File: src/rtl/vga_pkg.sv
// Shared 640x480@60 timing constants and display-path types for the VGA timing generator.
package vga_pkg;

    localparam int unsigned VGA_H_ACTIVE = 640;
    localparam int unsigned VGA_H_FP     = 16;
    localparam int unsigned VGA_H_SYNC   = 96;
    localparam int unsigned VGA_H_BP     = 48;
    localparam int unsigned VGA_V_ACTIVE = 480;
    localparam int unsigned VGA_V_FP     = 10;
    localparam int unsigned VGA_V_SYNC   = 2;
    localparam int unsigned VGA_V_BP     = 33;
    localparam int unsigned VGA_CNT_W    = 10;

    typedef struct packed {
        logic [3:0] r;
        logic [3:0] g;
        logic [3:0] b;
    } rgb444_t;

    typedef struct packed {
        logic hsync;
        logic vsync;
        logic blank;
    } vga_ctl_t;

    // Half-open window test on a raster count: lo <= val < hi.
    function automatic logic in_range(logic [VGA_CNT_W-1:0] val, int unsigned lo, int unsigned hi);
        return (32'(val) >= lo) && (32'(val) < hi);
    endfunction

endpackage

File: src/rtl/vga_delay_line.sv
// Generic DEPTH-stage register shift line with synchronous reset to RESET_VALUE.
// DEPTH = 0 degenerates to a plain wire.
module vga_delay_line #(
    parameter int               WIDTH       = 1,
    parameter int               DEPTH       = 1,
    parameter logic [WIDTH-1:0] RESET_VALUE = '0
) (
    input  logic             clk_i,
    input  logic             reset_i,
    input  logic [WIDTH-1:0] data_i,
    output logic [WIDTH-1:0] data_o
);

    generate
        if (DEPTH == 0) begin : g_bypass
            logic unused_clk_rst;
            assign unused_clk_rst = clk_i ^ reset_i;
            assign data_o = data_i;
        end else begin : g_shift
            logic [WIDTH-1:0] stage_q [DEPTH];

            always_ff @(posedge clk_i) begin
                if (reset_i) begin
                    for (int i = 0; i < DEPTH; i++) begin
                        stage_q[i] <= RESET_VALUE;
                    end
                end else begin
                    stage_q[0] <= data_i;
                    for (int i = 1; i < DEPTH; i++) begin
                        stage_q[i] <= stage_q[i-1];
                    end
                end
            end

            assign data_o = stage_q[DEPTH-1];
        end
    endgenerate

endmodule

File: src/rtl/vga_timing_gen.sv
// Raster counter, sync/blank decode and pixel-alignment stage for the DVI display path.
// Define VGA_TEST_PATTERN_EN to add test_pattern_i and the x/y-derived colour pattern.
module vga_timing_gen
    import vga_pkg::*;
#(
    parameter int unsigned H_ACTIVE    = VGA_H_ACTIVE,
    parameter int unsigned H_FP        = VGA_H_FP,
    parameter int unsigned H_SYNC      = VGA_H_SYNC,
    parameter int unsigned H_BP        = VGA_H_BP,
    parameter int unsigned V_ACTIVE    = VGA_V_ACTIVE,
    parameter int unsigned V_FP        = VGA_V_FP,
    parameter int unsigned V_SYNC      = VGA_V_SYNC,
    parameter int unsigned V_BP        = VGA_V_BP,
    parameter bit          HSYNC_POL   = 1'b0,
    parameter bit          VSYNC_POL   = 1'b0,
    parameter int unsigned PIX_LATENCY = 2
) (
    input  logic       clk_pixel,
    input  logic       reset_i,
`ifdef VGA_TEST_PATTERN_EN
    input  logic       test_pattern_i,
`endif
    output logic [9:0] x_o,
    output logic [9:0] y_o,
    output logic       active_o,
    output logic       line_start_o,
    output logic       frame_start_o,
    input  logic [3:0] vga_r_i,
    input  logic [3:0] vga_g_i,
    input  logic [3:0] vga_b_i,
    output logic       vga_hsync_o,
    output logic       vga_vsync_o,
    output logic       vga_blank_o,
    output logic [3:0] vga_r_o,
    output logic [3:0] vga_g_o,
    output logic [3:0] vga_b_o
);

    localparam int unsigned H_TOTAL  = H_ACTIVE + H_FP + H_SYNC + H_BP;
    localparam int unsigned V_TOTAL  = V_ACTIVE + V_FP + V_SYNC + V_BP;
    localparam int unsigned HS_START = H_ACTIVE + H_FP;
    localparam int unsigned VS_START = V_ACTIVE + V_FP;
    localparam int          DLY      = int'(PIX_LATENCY);

    localparam vga_ctl_t CTL_IDLE = '{hsync: ~HSYNC_POL, vsync: ~VSYNC_POL, blank: 1'b1};

    if (H_TOTAL > 1024 || V_TOTAL > 1024) begin : g_bad_total
        $error("vga_timing_gen: H_TOTAL/V_TOTAL exceed the 10-bit raster counters");
    end
    if (PIX_LATENCY > 7) begin : g_bad_latency
        $error("vga_timing_gen: PIX_LATENCY must be 0..7");
    end

    logic [9:0] h_cnt_q, h_cnt_d;
    logic [9:0] v_cnt_q, v_cnt_d;
    logic       h_last, v_last;
    logic       h_vis, v_vis;

    always_comb begin
        h_last  = (h_cnt_q == 10'(H_TOTAL - 1));
        v_last  = (v_cnt_q == 10'(V_TOTAL - 1));
        h_cnt_d = h_last ? '0 : h_cnt_q + 10'd1;
        v_cnt_d = v_cnt_q;
        if (h_last) begin
            v_cnt_d = v_last ? '0 : v_cnt_q + 10'd1;
        end
    end

    always_ff @(posedge clk_pixel) begin
        if (reset_i) begin
            h_cnt_q <= '0;
            v_cnt_q <= '0;
        end else begin
            h_cnt_q <= h_cnt_d;
            v_cnt_q <= v_cnt_d;
        end
    end

    assign h_vis         = 32'(h_cnt_q) < H_ACTIVE;
    assign v_vis         = 32'(v_cnt_q) < V_ACTIVE;
    assign x_o           = h_cnt_q;
    assign y_o           = v_cnt_q;
    assign active_o      = h_vis && v_vis;
    assign line_start_o  = (h_cnt_q == '0) && v_vis;
    assign frame_start_o = (h_cnt_q == '0) && (v_cnt_q == '0);

    vga_ctl_t ctl_now, ctl_dly, ctl_q;

    always_comb begin
        ctl_now.hsync = in_range(h_cnt_q, HS_START, HS_START + H_SYNC) ? HSYNC_POL : ~HSYNC_POL;
        ctl_now.vsync = in_range(v_cnt_q, VS_START, VS_START + V_SYNC) ? VSYNC_POL : ~VSYNC_POL;
        ctl_now.blank = ~(h_vis && v_vis);
    end

    vga_delay_line #(
        .WIDTH       (3),
        .DEPTH       (DLY),
        .RESET_VALUE (CTL_IDLE)
    ) u_ctl_dly (
        .clk_i   (clk_pixel),
        .reset_i (reset_i),
        .data_i  (ctl_now),
        .data_o  (ctl_dly)
    );

    rgb444_t rgb_src, rgb_d, rgb_q;

`ifdef VGA_TEST_PATTERN_EN
    logic [19:0] xy_dly;
    logic [9:0]  x_dly, y_dly;

    // Coordinates ride the same latency as sync/blank so the pattern lines up.
    vga_delay_line #(
        .WIDTH       (20),
        .DEPTH       (DLY),
        .RESET_VALUE ('0)
    ) u_xy_dly (
        .clk_i   (clk_pixel),
        .reset_i (reset_i),
        .data_i  ({h_cnt_q, v_cnt_q}),
        .data_o  (xy_dly)
    );

    assign x_dly = xy_dly[19:10];
    assign y_dly = xy_dly[9:0];
`endif

    always_comb begin
        rgb_src = '{r: vga_r_i, g: vga_g_i, b: vga_b_i};
`ifdef VGA_TEST_PATTERN_EN
        if (test_pattern_i) begin
            rgb_src = '{r: x_dly[7:4], g: y_dly[7:4], b: x_dly[3:0] ^ y_dly[3:0]};
        end
`endif
        rgb_d = ctl_dly.blank ? '0 : rgb_src;
    end

    always_ff @(posedge clk_pixel) begin
        if (reset_i) begin
            ctl_q <= CTL_IDLE;
            rgb_q <= '0;
        end else begin
            ctl_q <= ctl_dly;
            rgb_q <= rgb_d;
        end
    end

    assign vga_hsync_o = ctl_q.hsync;
    assign vga_vsync_o = ctl_q.vsync;
    assign vga_blank_o = ctl_q.blank;
    assign vga_r_o     = rgb_q.r;
    assign vga_g_o     = rgb_q.g;
    assign vga_b_o     = rgb_q.b;

endmodule

File: config.mk
export PLATFORM = sky130hd
export DESIGN_NAME = vga_timing_gen
export DESIGN_NICKNAME = d
export VERILOG_FILES = /design/src/rtl/vga_pkg.sv /design/src/rtl/vga_delay_line.sv /design/src/rtl/vga_timing_gen.sv
export SDC_FILE = /design/constraint.sdc
export NUM_CORES = 1
export LEC_CHECK = 0
export BUFFER_PORTS_ARGS = -buffer_cell sky130_fd_sc_hd__buf_2
export CAP_MARGIN = 30
export CORE_UTILIZATION = 44
export CTS_CLUSTER_SIZE = 30
export DETAILED_ROUTE_END_ITERATION = 10
export HOLD_SLACK_MARGIN = 0.1
export PLACE_DENSITY = 0.78
export SLEW_MARGIN = 30
export SYNTH_ARGS = -nofsm -noshare
export SYNTH_HDL_FRONTEND = slang
export SYNTH_SLANG_ARGS = --single-unit
File: constraint.sdc
create_clock -name clk_pixel -period 2.1 [get_ports clk_pixel]
set_input_delay 0 -clock clk_pixel [delete_from_list [all_inputs] [get_ports clk_pixel]]
set_output_delay 0 -clock clk_pixel [all_outputs]
set_load 0.03 [all_outputs]
# [Word-level counts from Yosys, hierarchy flattened]
# Memories as Yosys holds them, arrays and structs flattened.
# Cells that the tools add are included.
[classes] n_reduce_logical=9 eq_ne=2 n_lt_le_gt_ge=6 n_addsub=2 muxes=8 bitwise=3
[ops] cell="10-bit by 1-bit adder with 10-bit output, second input constant" count=2
[ops] cell="10-bit equality test, second input constant" count=2
[ops] cell="10-bit logical NOT" count=2
[ops] cell="10-bit less-than comparator, second input constant" count=2
[ops] cell="10-bit by 9-bit less-than comparator with 1-bit output, second input constant" count=2
[ops] cell="10-bit >= comparator, second input constant" count=1
[ops] cell="10-bit by 9-bit >= comparator with 1-bit output, second input constant" count=1
[ops] cell="10-bit 2-to-1 mux" count=1
[ops] cell="3-bit 2-to-1 mux" count=2
[ops] cell="1-bit logical AND" count=5
[ops] cell="1-bit 2-to-1 mux" count=5
[ops] cell="2-bit OR reduction" count=2
[ops] cell="1-bit bitwise OR" count=2
[ops] cell="1-bit inverter" count=1
[totals] mem_bits_rw=6 output_inout_bits=38 register_bits=35 mem_count=1
[mem_list] memory="u_ctl_dly.g_shift.stage_q" words=2 width=3 read_ports=2 rd_clocked_by_memory_dff=0 wr=2 line_no="vga_delay_line.sv:20" source="logic [WIDTH-1:0] stage_q [DEPTH];"

# [Depth between registers and ports, before layout]
[depth] word_depth=4 mapped_depth=7 mapped_depth_nobuf=6

# [Cells and area by module]
# From an unflattened synthesis, not the netlist that was laid out.
[hier_totals] cells_unflattened=175 area_unflattened_um2=1686.6
[by_module_without_submodules] module="vga_timing_gen" n_inst=1 cells_per_inst=160 area_per_inst_um2=1506.4
[by_module_without_submodules] module="vga_delay_line" n_inst=1 cells_per_inst=15 area_per_inst_um2=180.2

# [Worst setup path before layout]
# OpenSTA, ideal clock, no wires.
[synth_timing] kind="flip-flop to flip-flop" start="register h_cnt_q[8], in the netlist x_o[8]" end="register v_cnt_q[6], in the netlist y_o[6]" slack_ns=-0.157 path_buffers=2 arrival_time_ns=2.189 stages_incl_launch_ff=7 t_required_ns=2.032 synth_period_minus_slack_ns=2.257 setup_time_ns=0.068 path_cell_list="dfxtp_1 or3b_1 buf_2 or3_1 clkbuf_2 or4_4 a21oi_2"
[synth_via] elab_chain_len=1
[synth_lines] element="from (decl)" line_no="vga_timing_gen.sv:54" source="logic [9:0] h_cnt_q, h_cnt_d;"
[synth_lines] element="from (signal assigned)" line_no="vga_timing_gen.sv:74" source="h_cnt_q <= h_cnt_d;"
[synth_lines] element="10-bit equality test" line_no="vga_timing_gen.sv:60" source="h_last = (h_cnt_q == 10'(H_TOTAL - 1));"
[synth_lines] element="to (signal assigned)" line_no="vga_timing_gen.sv:75" source="v_cnt_q <= v_cnt_d;"
[synth_lines] element="to (decl)" line_no="vga_timing_gen.sv:55" source="logic [9:0] v_cnt_q, v_cnt_d;"
# No other way between the ends.
# A chain may end at the register's enable or synchronous reset.

# [Worst setup path in the final report]
[layout_timing] start="register h_cnt_q[0], in the netlist x_o[0]" end="register v_cnt_q[8], in the netlist y_o[8]"
# Same word-level chain as after synthesis.

==> metrics.txt <==
Max Cap Violations 0; clock power share 0.415; fin crit period 2.01 ns; Core Util, Final 0.646; Setup TNS 0 ns; Max IR drop VDD 0.000474 V; CP max stage delay 0.61 ns; crit path kind register to register; DRC 0; Area growth, synth to finish 36.9%; CTS H-tree lvls 2; Nets 262; Clock Skew 0.00364 ns; sequential fraction of design power 0.505; port buffer count 51; HP Class register to register; mapped cell area 0.00163 mm²; Die Y 62.8 µm; share of layout cells above drive strength 1 0.327; NetSw 347 µW; post-route total power 1580 µW; Starting Density 0.472; site row count 21; Post-Syn Nets 192; via count 1426; drt pass-1 iters 4; Data arrival, critical path 2.23 ns; Final period util 0.955; Seq/Total Area, Yosys 0.505; largest net degree at the start of global routing 18; total CTS buffers 5; Clock Latency Late Sink 0.29 ns; syn_area_per_cell 9.34 µm²; root buffer cell clkbuf_8; Slew headroom 0.628; Sw Ratio 0.220; Yosys reg bits 41; RSZ-0062 raised after global routing false; DP HPWL 2370 µm; vias per cell 4.90; Crit. End Element register; chip width 62.8 µm; Final ANT Viol Nets 0; critical path cell sequence ha_1 > nand4_1 > buf_4 > nor4_4 > or4b_2 > a21oi_1; synthesized instance count 174; Synth warnings 0; first-pass GRT wire length 5750 µm; CTS tree yes; Routed Wire Length 3610 µm; Final Setup Violations 0; Final Max Slew Viols 0; global-route usage over all layers 0.189; CP max FO 6; Critical Path RT 2.33 ns; grt ovf 0; Pleak 0.000961 µW; critical path launch point type register; core area 0.00344 mm²; Clock Sinks 41; Power Dens Cells 709 mW/mm²; die area 0.00394 mm²; outcome completed; Cell variety after synth 34; # IOs 52; Longest Clk Path Bufs 2; Clock Pin Slew Worst Setup and Hold Paths 0.08 ns; internal cell power 1230 µW; CP max stage cell or4b_2; initial antenna violation count 0; Placer Congestion 0.828; n_diodes 0; Worst Max-Slew Pin Slew 0.555 ns; initial drt markers 49; Peak Freq 499 MHz; Comb pwr share 0.081; Final Hold Violating Endpoints 0; DR WL/cell 12.4 µm; vias in the first global route 1284
-- sequential cells by signal, indices dropped and copies added, names as in the netlist --
name                       count
vga_vsync_o                    1
x_o                           10
u_ctl_dly.g_shift.stage_q      6
vga_g_o                        4
y_o                           10
vga_blank_o                    1
vga_b_o                        4
vga_hsync_o                    1
vga_r_o                        4
-- Yosys cell counts --
cell type,count,area (µm²)
a21oi_1,3,15.0
a21oi_2,1,8.76
and2_1,13,81.3
and3_1,1,6.26
and4_1,2,17.5
buf_2,2,10.0
buf_6,1,11.3
clkbuf_1,4,15.0
clkbuf_2,1,5.00
dfxtp_1,41,821
ha_1,4,50.1
inv_1,8,30.0
mux2i_1,2,20.0
nand2_1,6,22.5
nand2b_1,2,12.5
nand3_1,11,55.1
nand4_1,5,31.3
nand4b_1,2,17.5
nor2_1,20,75.1
nor2b_1,1,6.26
nor3_1,8,40.0
nor4_1,8,50.1
o21ai_0,1,5.00
o21bai_1,1,7.51
o31ai_1,1,7.51
o41ai_1,1,8.76
or2_2,5,31.3
or2b_1,1,7.51
or3_1,2,12.5
or3b_1,1,8.76
or4_4,1,11.3
or4b_2,1,10.0
xnor2_1,10,87.6
xor2_1,3,26.3
-- layout by cell type (no fill, tap or decap), types with 2 or more instances in the layout --
cell type and instances:
dfxtp_2 3, or3_1 2, dlygate4sd3_1 13, buf_2 51, nand2b_1 2, nor4_1 7, buf_4 7, and2_1 13
xor2_1 3, inv_1 8, nand2_1 6, dfxtp_4 2, a21oi_1 3, nor3_1 8, nand4b_1 2, nor2_1 20
xnor2_1 10, or2_2 5, mux2i_1 2, clkbuf_8 6, dfxtp_1 36, and4_1 2, nand4_1 5, ha_1 4
nand3_1 11
-- logic make-up after synthesis --
kind of cell / share of synthesized area
AO/OA/AOI/OAI: 0.0323
XOR/XNOR: 0.0701
adder cells (fa/ha/maj): 0.0308
buffers and inverters: 0.0439
flip-flops: 0.505
multiplexers: 0.0123
AND/OR/NAND/NOR: 0.306
-- worst paths after layout --
kind | startpoint | slack, ns | to | depth (start not counted)
max | x_o[0] | 0.09 | y_o[8] | 6
min | u_ctl_dly.g_shift.stage_q[0][1] | 0.41 | u_ctl_dly.g_shift.stage_q[0][4] | 1
max reg2reg | x_o[0] | 0.09 | y_o[8] | 6
min reg2reg | u_ctl_dly.g_shift.stage_q[0][1] | 0.41 | u_ctl_dly.g_shift.stage_q[0][4] | 1
-- critical path, delay by kind of cell, from the launching register on --
kind / cells / cell delay, ns
AND/OR/NAND/NOR: 3 / 1.01
flip-flops: 1 / 0.38
adder cells (fa/ha/maj): 1 / 0.24
buffers and inverters: 1 / 0.17
AO/OA/AOI/OAI: 1 / 0.15
-- what timing repair did --
item	4_1_cts	5_1_grt
gates resized for setup	0	1
setup buffers	0	1
endpoints found under the hold margin	16	0
setup endpoints to repair	0	6
hold buffers	13	0
-- cell type report --
| type | instances | area (µm²) |
|---|---|---|
| fillers | 286 | 1220 |
| inverters | 8 | 30.0 |
| clock buffers | 6 | 82.6 |
| clock inverters | 2 | 36.3 |
| repair buffers | 71 | 438 |
| well taps | 46 | 57.6 |
| flip-flops and latches | 41 | 832 |
| multi-input cells | 117 | 748 |
-- layer usage --
layer / GRT usage / vias to the layer above / part of all wire
li1: - / 730 / -
met1: 0.202 / 647 / 0.45
met2: 0.340 / 45 / 0.49
met3: 0.0547 / 4 / 0.046
met4: 0.0843 / 0 / 0.014
met5: 0 / - / 0
-- through the flow --
| step | std cells | hold WS, ns | worst slack, ns | instance area, µm² |
|---|---|---|---|---|
| 2_1_floorplan | 174 | 0.107 | 0.0419 | 1650 |
| 3_3_place_gp | 269 | 0.200 | 0.147 | 1960 |
| 3_5_place_dp | 269 | 0.202 | 0.0500 | 1960 |
| 4_1_cts | 290 | 0.412 | 0.0162 | 2210 |
| 5_1_grt | 291 | 0.418 | 0.00713 | 2220 |
| 6_report | 291 | 0.410 | 0.0947 | 2220 |
-- power groups by stage --
stage	registers [µW]	logic, µW	clock network (µW)
6_report	796	127	654
5_1_grt	798	137	705
4_1_cts	796	126	674
3_5_place_dp	814	108	0
3_3_place_gp	813	107	0
2_1_floorplan	839	41.5	0
No activity file was read; power rests on OpenSTA's default activity.
